[config.mk]
export PLATFORM = sky130hd
export DESIGN_NAME = vga_timing_gen
export DESIGN_NICKNAME = d
export VERILOG_FILES = /design/src/rtl/vga_timing_gen_pkg.sv /design/src/rtl/vga_axis_timer.sv /design/src/rtl/vga_timing_gen.sv
export SDC_FILE = /design/constraint.sdc
export NUM_CORES = 1
export LEC_CHECK = 0
export ABC_AREA = 1
export CORE_MARGIN = 8
export CORE_UTILIZATION = 55
export CTS_CLUSTER_DIAMETER = 150
export DETAILED_ROUTE_END_ITERATION = 7
export HOLD_SLACK_MARGIN = 0.06
export PLACE_DENSITY = 0.91
export SLEW_MARGIN = 25
export SYNTH_ARGS = -nofsm -noshare
export SYNTH_HDL_FRONTEND = slang
export SYNTH_SLANG_ARGS = --single-unit
[constraint.sdc]
create_clock -name clk -period 2.9 [get_ports clk]
set_clock_uncertainty 0.05 [all_clocks]
set_input_delay 0.435 -clock clk [delete_from_list [all_inputs] [get_ports clk]]
set_output_delay 0.435 -clock clk [all_outputs]
set_load 0.01 [all_outputs]
[src/rtl/vga_timing_gen_pkg.sv]
// Shared types and default-mode constants for the VGA timing generator.
// The default mode is 640x480 at 60 Hz with a 25 MHz pixel clock.
package vga_timing_gen_pkg;

  typedef enum logic [1:0] {
    PH_SYNC = 2'd0,
    PH_BP   = 2'd1,
    PH_ACT  = 2'd2,
    PH_FP   = 2'd3
  } phase_e;

  // Axis-specific names for the shared phase encoding.
  localparam phase_e H_S_SYNC = PH_SYNC;
  localparam phase_e H_S_BP   = PH_BP;
  localparam phase_e H_S_ACT  = PH_ACT;
  localparam phase_e H_S_FP   = PH_FP;
  localparam phase_e V_S_SYNC = PH_SYNC;
  localparam phase_e V_S_BP   = PH_BP;
  localparam phase_e V_S_ACT  = PH_ACT;
  localparam phase_e V_S_FP   = PH_FP;

  localparam int H_TOTAL     = 96 + 48 + 640 + 16;
  localparam int V_TOTAL     = 2 + 33 + 480 + 10;
  localparam int H_ACT_START = 96 + 48;
  localparam int H_ACT_END   = 96 + 48 + 640;
  localparam int V_ACT_START = 2 + 33;
  localparam int V_ACT_END   = 2 + 33 + 480;

  function automatic int axis_total(input int sync_len, input int bp_len,
                                    input int act_len, input int fp_len);
    return sync_len + bp_len + act_len + fp_len;
  endfunction

endpackage

[src/rtl/vga_axis_timer.sv]
// One display axis: a wrapping position counter with its sync/porch/active phase FSM.
// Used for both the horizontal (pixel) and vertical (line) axes.
module vga_axis_timer
  import vga_timing_gen_pkg::*;
#(
  parameter int SYNC = 96,
  parameter int BP   = 48,
  parameter int ACT  = 640,
  parameter int FP   = 16
) (
  input  logic       clk,
  input  logic       rst,
  input  logic       en_i,
  output logic [9:0] count_o,
  output phase_e     phase_nxt_o,
  output logic       sync_n_o,
  output logic       wrap_o
);

  localparam int         TOTAL     = axis_total(SYNC, BP, ACT, FP);
  localparam logic [9:0] LAST      = 10'(TOTAL - 1);
  localparam logic [9:0] SYNC_LAST = 10'(SYNC - 1);
  localparam logic [9:0] BP_LAST   = 10'(SYNC + BP - 1);
  localparam logic [9:0] ACT_LAST  = 10'(SYNC + BP + ACT - 1);

  logic [9:0] count_q, count_d;
  phase_e     phase_q, phase_d;
  logic       sync_n_q;
  logic       wrap;

  assign wrap = en_i && (count_q == LAST);

  // Phase moves on the same enable as the counter, keyed off the count it is leaving.
  always_comb begin
    count_d = count_q;
    phase_d = phase_q;
    if (en_i) begin
      count_d = wrap ? 10'd0 : count_q + 10'd1;
      case (phase_q)
        PH_SYNC: if (count_q == SYNC_LAST) phase_d = PH_BP;
        PH_BP:   if (count_q == BP_LAST)   phase_d = PH_ACT;
        PH_ACT:  if (count_q == ACT_LAST)  phase_d = PH_FP;
        PH_FP:   if (wrap)                 phase_d = PH_SYNC;
        default: phase_d = PH_SYNC;
      endcase
    end
  end

  always_ff @(posedge clk or posedge rst) begin
    if (rst) begin
      count_q  <= 10'd0;
      phase_q  <= PH_SYNC;
      sync_n_q <= 1'b0;
    end else begin
      count_q  <= count_d;
      phase_q  <= phase_d;
      sync_n_q <= (phase_d != PH_SYNC);
    end
  end

  assign count_o     = count_q;
  assign phase_nxt_o = phase_d;
  assign sync_n_o    = sync_n_q;
  assign wrap_o      = wrap;

endmodule

[src/rtl/vga_timing_gen.sv]
// VGA timing generator: pixel-rate divider feeding a horizontal and a vertical axis timer.
// Every output is a flop so counters, syncs and disp_on change on the same edge.
module vga_timing_gen
  import vga_timing_gen_pkg::*;
#(
  parameter int CLK_DIV = 4,
  parameter int H_SYNC  = 96,
  parameter int H_BP    = 48,
  parameter int H_ACT   = 640,
  parameter int H_FP    = 16,
  parameter int V_SYNC  = 2,
  parameter int V_BP    = 33,
  parameter int V_ACT   = 480,
  parameter int V_FP    = 10
) (
  input  logic       clk,
  input  logic       rst,
  output logic       pix_en,
  output logic [9:0] hc,
  output logic [9:0] vc,
  output logic       hsync,
  output logic       vsync,
  output logic       disp_on,
  output logic       line_start,
  output logic       frame_start
);

  localparam int                 DIV_W    = (CLK_DIV > 1) ? $clog2(CLK_DIV) : 1;
  localparam logic [DIV_W-1:0]   DIV_LAST = DIV_W'(CLK_DIV - 1);

  logic [DIV_W-1:0] div_q, div_d;
  logic             pix_en_q, line_start_q, frame_start_q, disp_on_q;
  logic             h_wrap, v_wrap;
  phase_e           h_phase_nxt, v_phase_nxt;

  assign div_d = (div_q == DIV_LAST) ? '0 : div_q + DIV_W'(1);

  vga_axis_timer #(
    .SYNC(H_SYNC), .BP(H_BP), .ACT(H_ACT), .FP(H_FP)
  ) u_h_timer (
    .clk         (clk),
    .rst         (rst),
    .en_i        (pix_en_q),
    .count_o     (hc),
    .phase_nxt_o (h_phase_nxt),
    .sync_n_o    (hsync),
    .wrap_o      (h_wrap)
  );

  // Lines advance only on the pixel tick that wraps the horizontal counter.
  vga_axis_timer #(
    .SYNC(V_SYNC), .BP(V_BP), .ACT(V_ACT), .FP(V_FP)
  ) u_v_timer (
    .clk         (clk),
    .rst         (rst),
    .en_i        (h_wrap),
    .count_o     (vc),
    .phase_nxt_o (v_phase_nxt),
    .sync_n_o    (vsync),
    .wrap_o      (v_wrap)
  );

  always_ff @(posedge clk or posedge rst) begin
    if (rst) begin
      div_q         <= '0;
      pix_en_q      <= 1'b0;
      line_start_q  <= 1'b0;
      frame_start_q <= 1'b0;
      disp_on_q     <= 1'b0;
    end else begin
      div_q         <= div_d;
      pix_en_q      <= (div_d == DIV_LAST);
      line_start_q  <= h_wrap;
      frame_start_q <= v_wrap;
      disp_on_q     <= (h_phase_nxt == H_S_ACT) && (v_phase_nxt == V_S_ACT);
    end
  end

  assign pix_en      = pix_en_q;
  assign line_start  = line_start_q;
  assign frame_start = frame_start_q;
  assign disp_on     = disp_on_q;

endmodule
# After elaboration in Yosys (flattened, before gate mapping)
# Cells that the tools add are included.
[classes]
add_sub_neg = 3
eq_ne = 18
muxes = 15
reduce_logical = 7
[op_table]
columns = ["op", "n"]
rows = [
  ["$eq 10x10->1 const B", 4],
  ["$mux 2", 11],
  ["$add 10x1->10 const B", 2],
  ["$mux 10", 2],
  ["$eq 2x2->1 const B", 8],
  ["$pmux 2 s4", 2],
  ["$eq 10x1->1 const B", 1],
  ["$eq 10x6->1 const B", 1],
  ["$eq 10x7->1 const B", 1],
  ["$eq 10x8->1 const B", 1],
  ["$eq 2x1->1 const B", 2],
  ["$logic_not 2->1", 2],
  ["$reduce_bool 2->1", 2],
  ["$logic_and 1x1->1", 3],
  ["$add 2x1->2 const B", 1],
]
[word_totals]
ff_bits = 32
input_bits = 2
output_inout_bits = 26

# Depth between registers and ports, before layout
# Gate-level depths: netlist (run 1).
[logic_depth]
depth_word = 8
mapped_depth = 11
ltp_nobuf = 11

# Cells and area by module
# From an unflattened synthesis (run 1), not the netlist that was laid out.
[hier_totals]
hier_cells = 240
area_unflattened_um2 = 1854.3
[by_module_without_submodules]
columns = ["module", "n_inst", "cells_per_inst", "area_each_um2", "seq_area_each_um2"]
rows = [
  ["vga_axis_timer (u_v_timer)", 1, 113, 853.3, 325.3],
  ["vga_axis_timer (u_h_timer)", 1, 110, 789.5, 325.3],
  ["vga_timing_gen", 1, 17, 211.5, 150.1],
]

# Least setup slack after synthesis (run 1)
# Ideal clock, no wire load.
[synth_path]
kind = "reg2reg"
start = "register u_h_timer.count_q[0], in the netlist u_h_timer.count_o[0]"
end = "register u_v_timer.count_q[3], in the netlist u_v_timer.count_o[3]"
arrival_time_ps = 1519
t_required_ps = 2777
setup_slack_ps = 1258
path_stages_with_launch = 10
period_less_slack_ps = 1642
cell_sequence = "dfrtp_1 ha_1 nand2_4 nor2_8 nand2_4 nor2_8 buf_8 nand2_2 or2_0 a21oi_2"
[synth_via]
elab_chain_cells = 4
[synth_lines]
columns = ["element", "line", "text"]
rows = [
  ["from (decl)", "vga_axis_timer.sv:26", "logic [9:0] count_q, count_d;"],
  ["from (signal assigned)", "vga_axis_timer.sv:55", "count_q <= count_d;"],
  ["$eq 10x10->1 *", "vga_axis_timer.sv:31", "assign wrap = en_i && (count_q == LAST);"],
  ["$logic_and 1x1->1 *", "vga_axis_timer.sv:31", ""],
  ["named net h_wrap", "vga_timing_gen.sv:33", "logic h_wrap, v_wrap;"],
  ["$logic_and 1x1->1", "vga_axis_timer.sv:31", ""],
  ["$mux 10", "vga_axis_timer.sv:38", "count_d = wrap ? 10'd0 : count_q + 10'd1;"],
  ["to (signal assigned)", "vga_axis_timer.sv:55", ""],
  ["to (decl)", "vga_axis_timer.sv:26", ""],
]
# Mark *: on every way through the listed nets, which the timed path passes. The rest lies on a longest branch.
# A chain may end at the register's enable or synchronous reset.

# Worst setup path after layout (run 1)
[layout_path]
start = "register pix_en_q, in the netlist pix_en"
end = "output port pix_en"
[layout_lines]
columns = ["element", "line", "text"]
rows = [
  ["from (decl)", "vga_timing_gen.sv:32", "logic pix_en_q, line_start_q, frame_start_q, disp_on_q;"],
  ["from (signal assigned)", "vga_timing_gen.sv:72", "pix_en_q <= (div_d == DIV_LAST);"],
  ["to (decl)", "vga_timing_gen.sv:18", "output logic pix_en,"],
]
# No word-level cell between the ends.

==> impl_metrics.tcl, run 1 <==
set metrics [dict create \
    status "complete, no violations" \
    overflow 0 \
    antenna_found_initial 0 \
    routabilityCongestion 0.911 \
    start_util_pct 57.3 \
    end_kind "primary output" \
    hold_viol 0 \
    synth.area.top_cells "dfrtp_1, nand2_1, inv_1" \
    r2r_slack_ns 1.07 \
    io_buffers 27 \
    fin_nets 256 \
    critPathKind "reg2out" \
    worstPathRequired_ns 2.41 \
    grt_max_degree 33 \
    setup_slack_ns 0.932 \
    p_sw_share_pct 21.4 \
    preCtsSetupSlack_ns 1.11 \
    fmax_mhz 508 \
    clkSlewWorstSetupHoldPaths_ns 0.10 \
    ioPinCount 28 \
    crit_path_start_kind "flop" \
    ctsHoldBuffers 0 \
    fin_crit_ns 1.97 \
    clockBufferDepth 2 \
    place_hpwl_um 2610 \
    drt-wirelength-per-cell_um 12.2 \
    die_y_um 72.4 \
    tns_ns 0 \
    path_buf_inv 1 \
    syn_inst 215 \
    peakVddDrop_v 0.000247 \
    grt_first_pass_wirelength_um 6010 \
    rows 20 \
    track_usage_pct 14.8 \
    timing.hold.ws_ns 0.412 \
    cts-root-buf "clkbuf_4" \
    timing.rr.start "u_h_timer.count_o[0]" \
    dr.pass1.iters 4 \
    drc 0 \
    cpMaxStageDelayCell "clkdlybuf4s50_1" \
    timing.final.crit_share_pct 67.8 \
    cts_resized 0 \
    worstMarginPinSlew_ns 0.396 \
    ys_seq_area_share_pct 45.7 \
    power.net_switching_w 0.000155 \
    drv_cap 0 \
    fillers 262 \
    wl_um 3560 \
    ant_nets 0 \
    p_clk_share_pct 36.8 \
    vias 1452 \
    crit_arrival_ns 1.48 \
    path_max_fanout 9 \
    syn_nets 224 \
    reg2reg_depth 11 \
    synth_top_area_share_pct 45.7 \
    yosysWarnings 0 \
    r2r-end "disp_on" \
    slew_headroom_pct 73.6 \
    cp.depth 1 \
    syn_avg_cell_area_um2 8.14 \
    clk_latency_ns 0.33 \
    post_cts_buffers 0 \
    first_iter_violations 86 \
    power_frac_comb_pct 1.5 \
    area_growth_pct 20.9 \
    power_density_nw_per_um2 341 \
    die_area_um2 5240 \
    cts.htree.levels 2 \
    p_total_w 0.000722 \
    setup_viol 0 \
    core_area_um2 3050 \
    internal-power_w 0.000567 \
    layout-drive-gt1-share_pct 10.1 \
    power_leakage_nw 1.09 \
    yosysTopAreaCell "dfrtp_1" \
    synth_cell_types 27 \
    critPathTopFamily "buffers and inverters" \
    power_frac_seq_pct 61.7 \
    cts_buffers 5 \
    synth_area_um2 1750 \
    crit_path_max_incr_delay_ns 0.62 \
    maxSlewViolCount 0 \
    cp_cell_sequence "clkdlybuf4s50_1" \
    rsz0062_at_grt "no" \
    hp-class "in2async" \
    synth-seq-cells 32 \
    cts_tree "done" \
    cts_sinks 32 \
    die_width_um 72.4 \
    vias_per_cell 4.97 \
    diodes 0 \
    grt_pass1_vias 1362 \
]
-- final cells by class --
class,instances,area [um^2],area share (%)
Clock buffer,8,58.8,2.78
Inverter,37,139,6.56
Multi-Input combinational cell,143,785,37.1
Sequential cell,32,801,37.8
Tap cell,44,55.1,2.60
Timing Repair Buffer,28,278,13.1
-- logic make-up after synthesis --
kind of cell / after synthesis / share of synthesized area, %
buf+inv: 40 / 9.43
xor+xnor: 6 / 3.00
simple gates: 110 / 30.5
flops: 32 / 45.7
compound gates: 20 / 6.29
fa+ha+maj: 7 / 5.00
-- cells in the mapped netlist --
cell type / count
buf_8: 1
a21oi_1: 5
nor2_2: 3
nor3_1: 3
nand4_1: 6
nand3_2: 1
nand2_4: 2
clkbuf_1: 1
xor2_1: 4
nand2_2: 2
or2_1: 1
inv_1: 31
buf_4: 1
nand2_1: 49
nor3_2: 1
a41oi_1: 1
dfrtp_1: 32
nor2_8: 2
inv_2: 6
a21oi_2: 1
nand3_1: 18
xnor2_1: 2
o211ai_1: 1
or2_0: 2
o21ai_0: 12
ha_1: 7
nor2_1: 20
-- worst max-delay path by stage --
stage | end | slack [ns] | startpoint
floorplan | u_v_timer.count_o[3] | 1.26 | u_h_timer.count_o[0]
global placement | disp_on | 1.15 | u_h_timer.count_o[0]
detailed placement | disp_on | 1.11 | u_h_timer.count_o[0]
CTS | pix_en | 0.91 | pix_en
global route | pix_en | 0.87 | pix_en
finish | pix_en | 0.93 | pix_en
-- power by group through the flow --
stage          clock [W]  sequential [W]  combinational, W
3_5_place_dp           0        0.000455         0.0000112
3_3_place_gp           0        0.000455         0.0000111
2_1_floorplan          0        0.000455        0.00000659
6_report        0.000266        0.000446         0.0000105
4_1_cts         0.000273        0.000446         0.0000112
5_1_grt         0.000288        0.000446         0.0000128
-- routing by layer --
layer  wire length [um]  vias up  share of wire (%)  global-route usage [%]
met3                139        8                3.9                    4.13
met2               1710       29                 48                    23.9
met1               1640      670                 46                    17.4
met5                  0        -                  0                       0
met4                 74        0                2.1                    7.78
li1                   -      745                  -                       -
-- state kept, by name (all words and copies together), names as in the netlist, 2 cells and up --
| name | flops |
|---|---|
| div_q | 2 |
| u_h_timer.count_o | 10 |
| u_h_timer.phase_q | 2 |
| u_v_timer.count_o | 10 |
| u_v_timer.phase_q | 2 |
-- layout by cell type (no fill, tap or decap), drive strengths merged --
master | synthesis | final
buf | 2 | 1
or2 | 3 | 3
dfrtp | 32 | 32
a41oi | 1 | 1
nand2 | 53 | 53
nor3 | 4 | 4
inv | 37 | 37
clkbuf | 1 | 8
xnor2 | 2 | 2
a21oi | 6 | 6
nor2 | 25 | 25
o211ai | 1 | 1
nand4 | 6 | 6
xor2 | 4 | 4
nand3 | 19 | 19
o21ai | 12 | 12
clkdlybuf4s50 | 0 | 27
ha | 7 | 7
-- per-stage QoR --
stage	instance area (um^2)	instances	utilization [%]
2_1_floorplan	1750	215	-
3_3_place_gp	2060	284	67.4
6_report	2120	292	69.3
4_1_cts	2120	292	69.3
5_1_grt	2120	292	69.3
3_5_place_dp	2060	284	67.4
(Power assumes the default switching activity.)
==> run 2: changes to the inputs <==
Settings changed: CORE_UTILIZATION 55 to 53, PLACE_DENSITY 0.91 to 0.88.
Clock period 2.9 ns to 1.9 ns, I/O delays scaled along.
==> run 2 against run 1 <==
  * Wire length grew 6.7%
  * Clock power rose by 53%
  * Final area up 3.5%
  * Sequential cell count unchanged
  * Die area is 2.9% higher
  * Core utilization decreased by 2.1 points
  * Register-to-register slack got worse by 0.92 ns
  * Global-route usage up 0.33 points
  * Sequential power grew 52%
  * Final cell count is 2.7% higher
  * Critical path type unchanged
  * Largest power group unchanged
==> impl_metrics.tcl, run 2 (synthesized netlist as in run 1, its figures left out) <==
set metrics [dict create \
    hp-class "in2async" \
    crit_path_max_incr_delay_ns 0.54 \
    crit_path_start "pix_en" \
    tns_ns 0 \
    grt_max_degree 33 \
    wl_um 3800 \
    p_sw_share_pct 21.4 \
    ant_nets 0 \
    fin_crit_ns 1.78 \
    r2r-end "u_v_timer.count_o[8]" \
    status "complete, no violations" \
    fin_nets 262 \
    worstPathRequired_ns 1.56 \
    power_leakage_nw 1.12 \
    track_usage_pct 15.1 \
    path_max_fanout 8 \
    fin_util_pct 67.2 \
    overflow 0 \
    final_common_cell "nand2_1" \
    cts_buffers 5 \
    dr.pass1.iters 5 \
    mostFrequentLayoutCells "nand2_1, dfrtp_1, inv_1, clkdlybuf4s50_1, nor2_1" \
    crit_path_start_kind "flop" \
    grt_first_pass_wirelength_um 6270 \
    clockBufferDepth 2 \
    rows 21 \
    io_buffers 27 \
    vias 1525 \
    instances_no_fill 300 \
    peakVddDrop_v 0.000409 \
    drt-wirelength-per-cell_um 12.7 \
    slew_headroom_pct 73.7 \
    power_frac_seq_pct 61.7 \
    power_density_nw_per_um2 503 \
    internal-power_w 0.000866 \
    first_iter_violations 93 \
    crit_arrival_ns 1.44 \
    clkSlewWorstSetupHoldPaths_ns 0.10 \
    routabilityCongestion 0.885 \
    die_width_um 73.5 \
    area_growth_pct 25.1 \
    cts.htree.levels 2 \
    dp_cells 290 \
    ctsHoldBuffers 0 \
    cp_cell_sequence "buf_4 -> clkdlybuf4s50_1" \
    p_clk_share_pct 36.8 \
    drv_cap 0 \
    power_frac_comb_pct 1.5 \
    cts_sinks 32 \
    r2r_slack_ns 0.15 \
    die_area_um2 5400 \
    setup_viol 0 \
    cts_tree "done" \
    critPathTopFamily "buffers and inverters" \
    power.net_switching_w 0.000236 \
    cts-root-buf "clkbuf_4" \
    core_area_um2 3260 \
    cp-endpoint "pix_en" \
    drc 0 \
    reg2reg_depth 9 \
    vias_per_cell 5.08 \
    fillers 306 \
    antenna_found_initial 0 \
    start_util_pct 53.7 \
    critPathKind "reg2out" \
    grt_pass1_vias 1480 \
    clk_latency_ns 0.34 \
    maxSlewViolCount 0 \
    timing.final.crit_share_pct 93.7 \
    cpMaxStageDelayCell "clkdlybuf4s50_1" \
    ioPinCount 28 \
    path_buf_inv 2 \
    hold_viol 0 \
    die_y_um 73.5 \
    diodes 0 \
    end_kind "primary output" \
    cp.depth 2 \
    timing.rr.start "u_h_timer.count_o[1]" \
    layout-drive-gt1-share_pct 13.0 \
    place_hpwl_um 2850 \
    fmax_mhz 562 \
    worstMarginPinSlew_ns 0.394 \
    rsz0062_at_grt "no" \
]
[run 2: metrics by stage]
step           setup slack (ns)  instance area (um^2)  hold slack (ns)  power, W
3_3_place_gp              0.192                  2090            0.388  0.000711
3_5_place_dp              0.137                  2090            0.395  0.000711
2_1_floorplan             0.258                  1750            0.351  0.000704
5_1_grt                  0.0269                  2190            0.321   0.00113
4_1_cts                  0.0972                  2150            0.267   0.00112
6_report                  0.120                  2190            0.262   0.00110
[run 2: how the worst min path moves through the flow]
stage | endpoint | slack (ns) | depth (start not counted) | startpoint
global placement | div_q[0] | 0.39 | 1 | div_q[0]
detailed placement | div_q[0] | 0.40 | 1 | div_q[0]
floorplan | disp_on | 0.35 | 1 | rst
global route | u_v_timer.count_o[2] | 0.32 | 3 | rst
CTS | u_v_timer.count_o[0] | 0.27 | 3 | rst
finish | u_v_timer.count_o[0] | 0.26 | 3 | rst
[run 2: layer usage]
metal	wire length [um]	vias up	part of all wire, %	GRT usage (%)
met1	1610	715	42	16.5
met4	65	0	1.7	7.54
met2	1890	49	50	25.3
met5	0	-	0	0
met3	240	8	6.3	5.18
li1	-	753	-	-
[run 2: worst min-delay path, cell delays in order]
cell,delay [ns]
clkdlybuf4s50_1,0.39
inv_1,0.05
buf_4,0.35
[run 2: what timing repair did]
action	CTS	global route
gates resized for setup	0	4
setup endpoints to repair	0	3
setup buffers	0	1
[run 2: power by group through the flow]
stage	Sequential [W]	Combinational [W]	Clock [W]
2_1_floorplan	0.000694	0.0000101	0
6_report	0.000680	0.0000161	0.000406
3_3_place_gp	0.000694	0.0000169	0
4_1_cts	0.000680	0.0000173	0.000418
3_5_place_dp	0.000694	0.0000175	0
5_1_grt	0.000681	0.0000196	0.000435
[run 2: final cells by class]
cell class	instances	area (um^2)	area share [%]
Inverter	37	139	6.34
Tap cell	46	57.6	2.63
Timing Repair Buffer	33	315	14.4
Sequential cell	32	801	36.6
Clock buffer	8	58.8	2.69
Multi-Input combinational cell	144	818	37.4
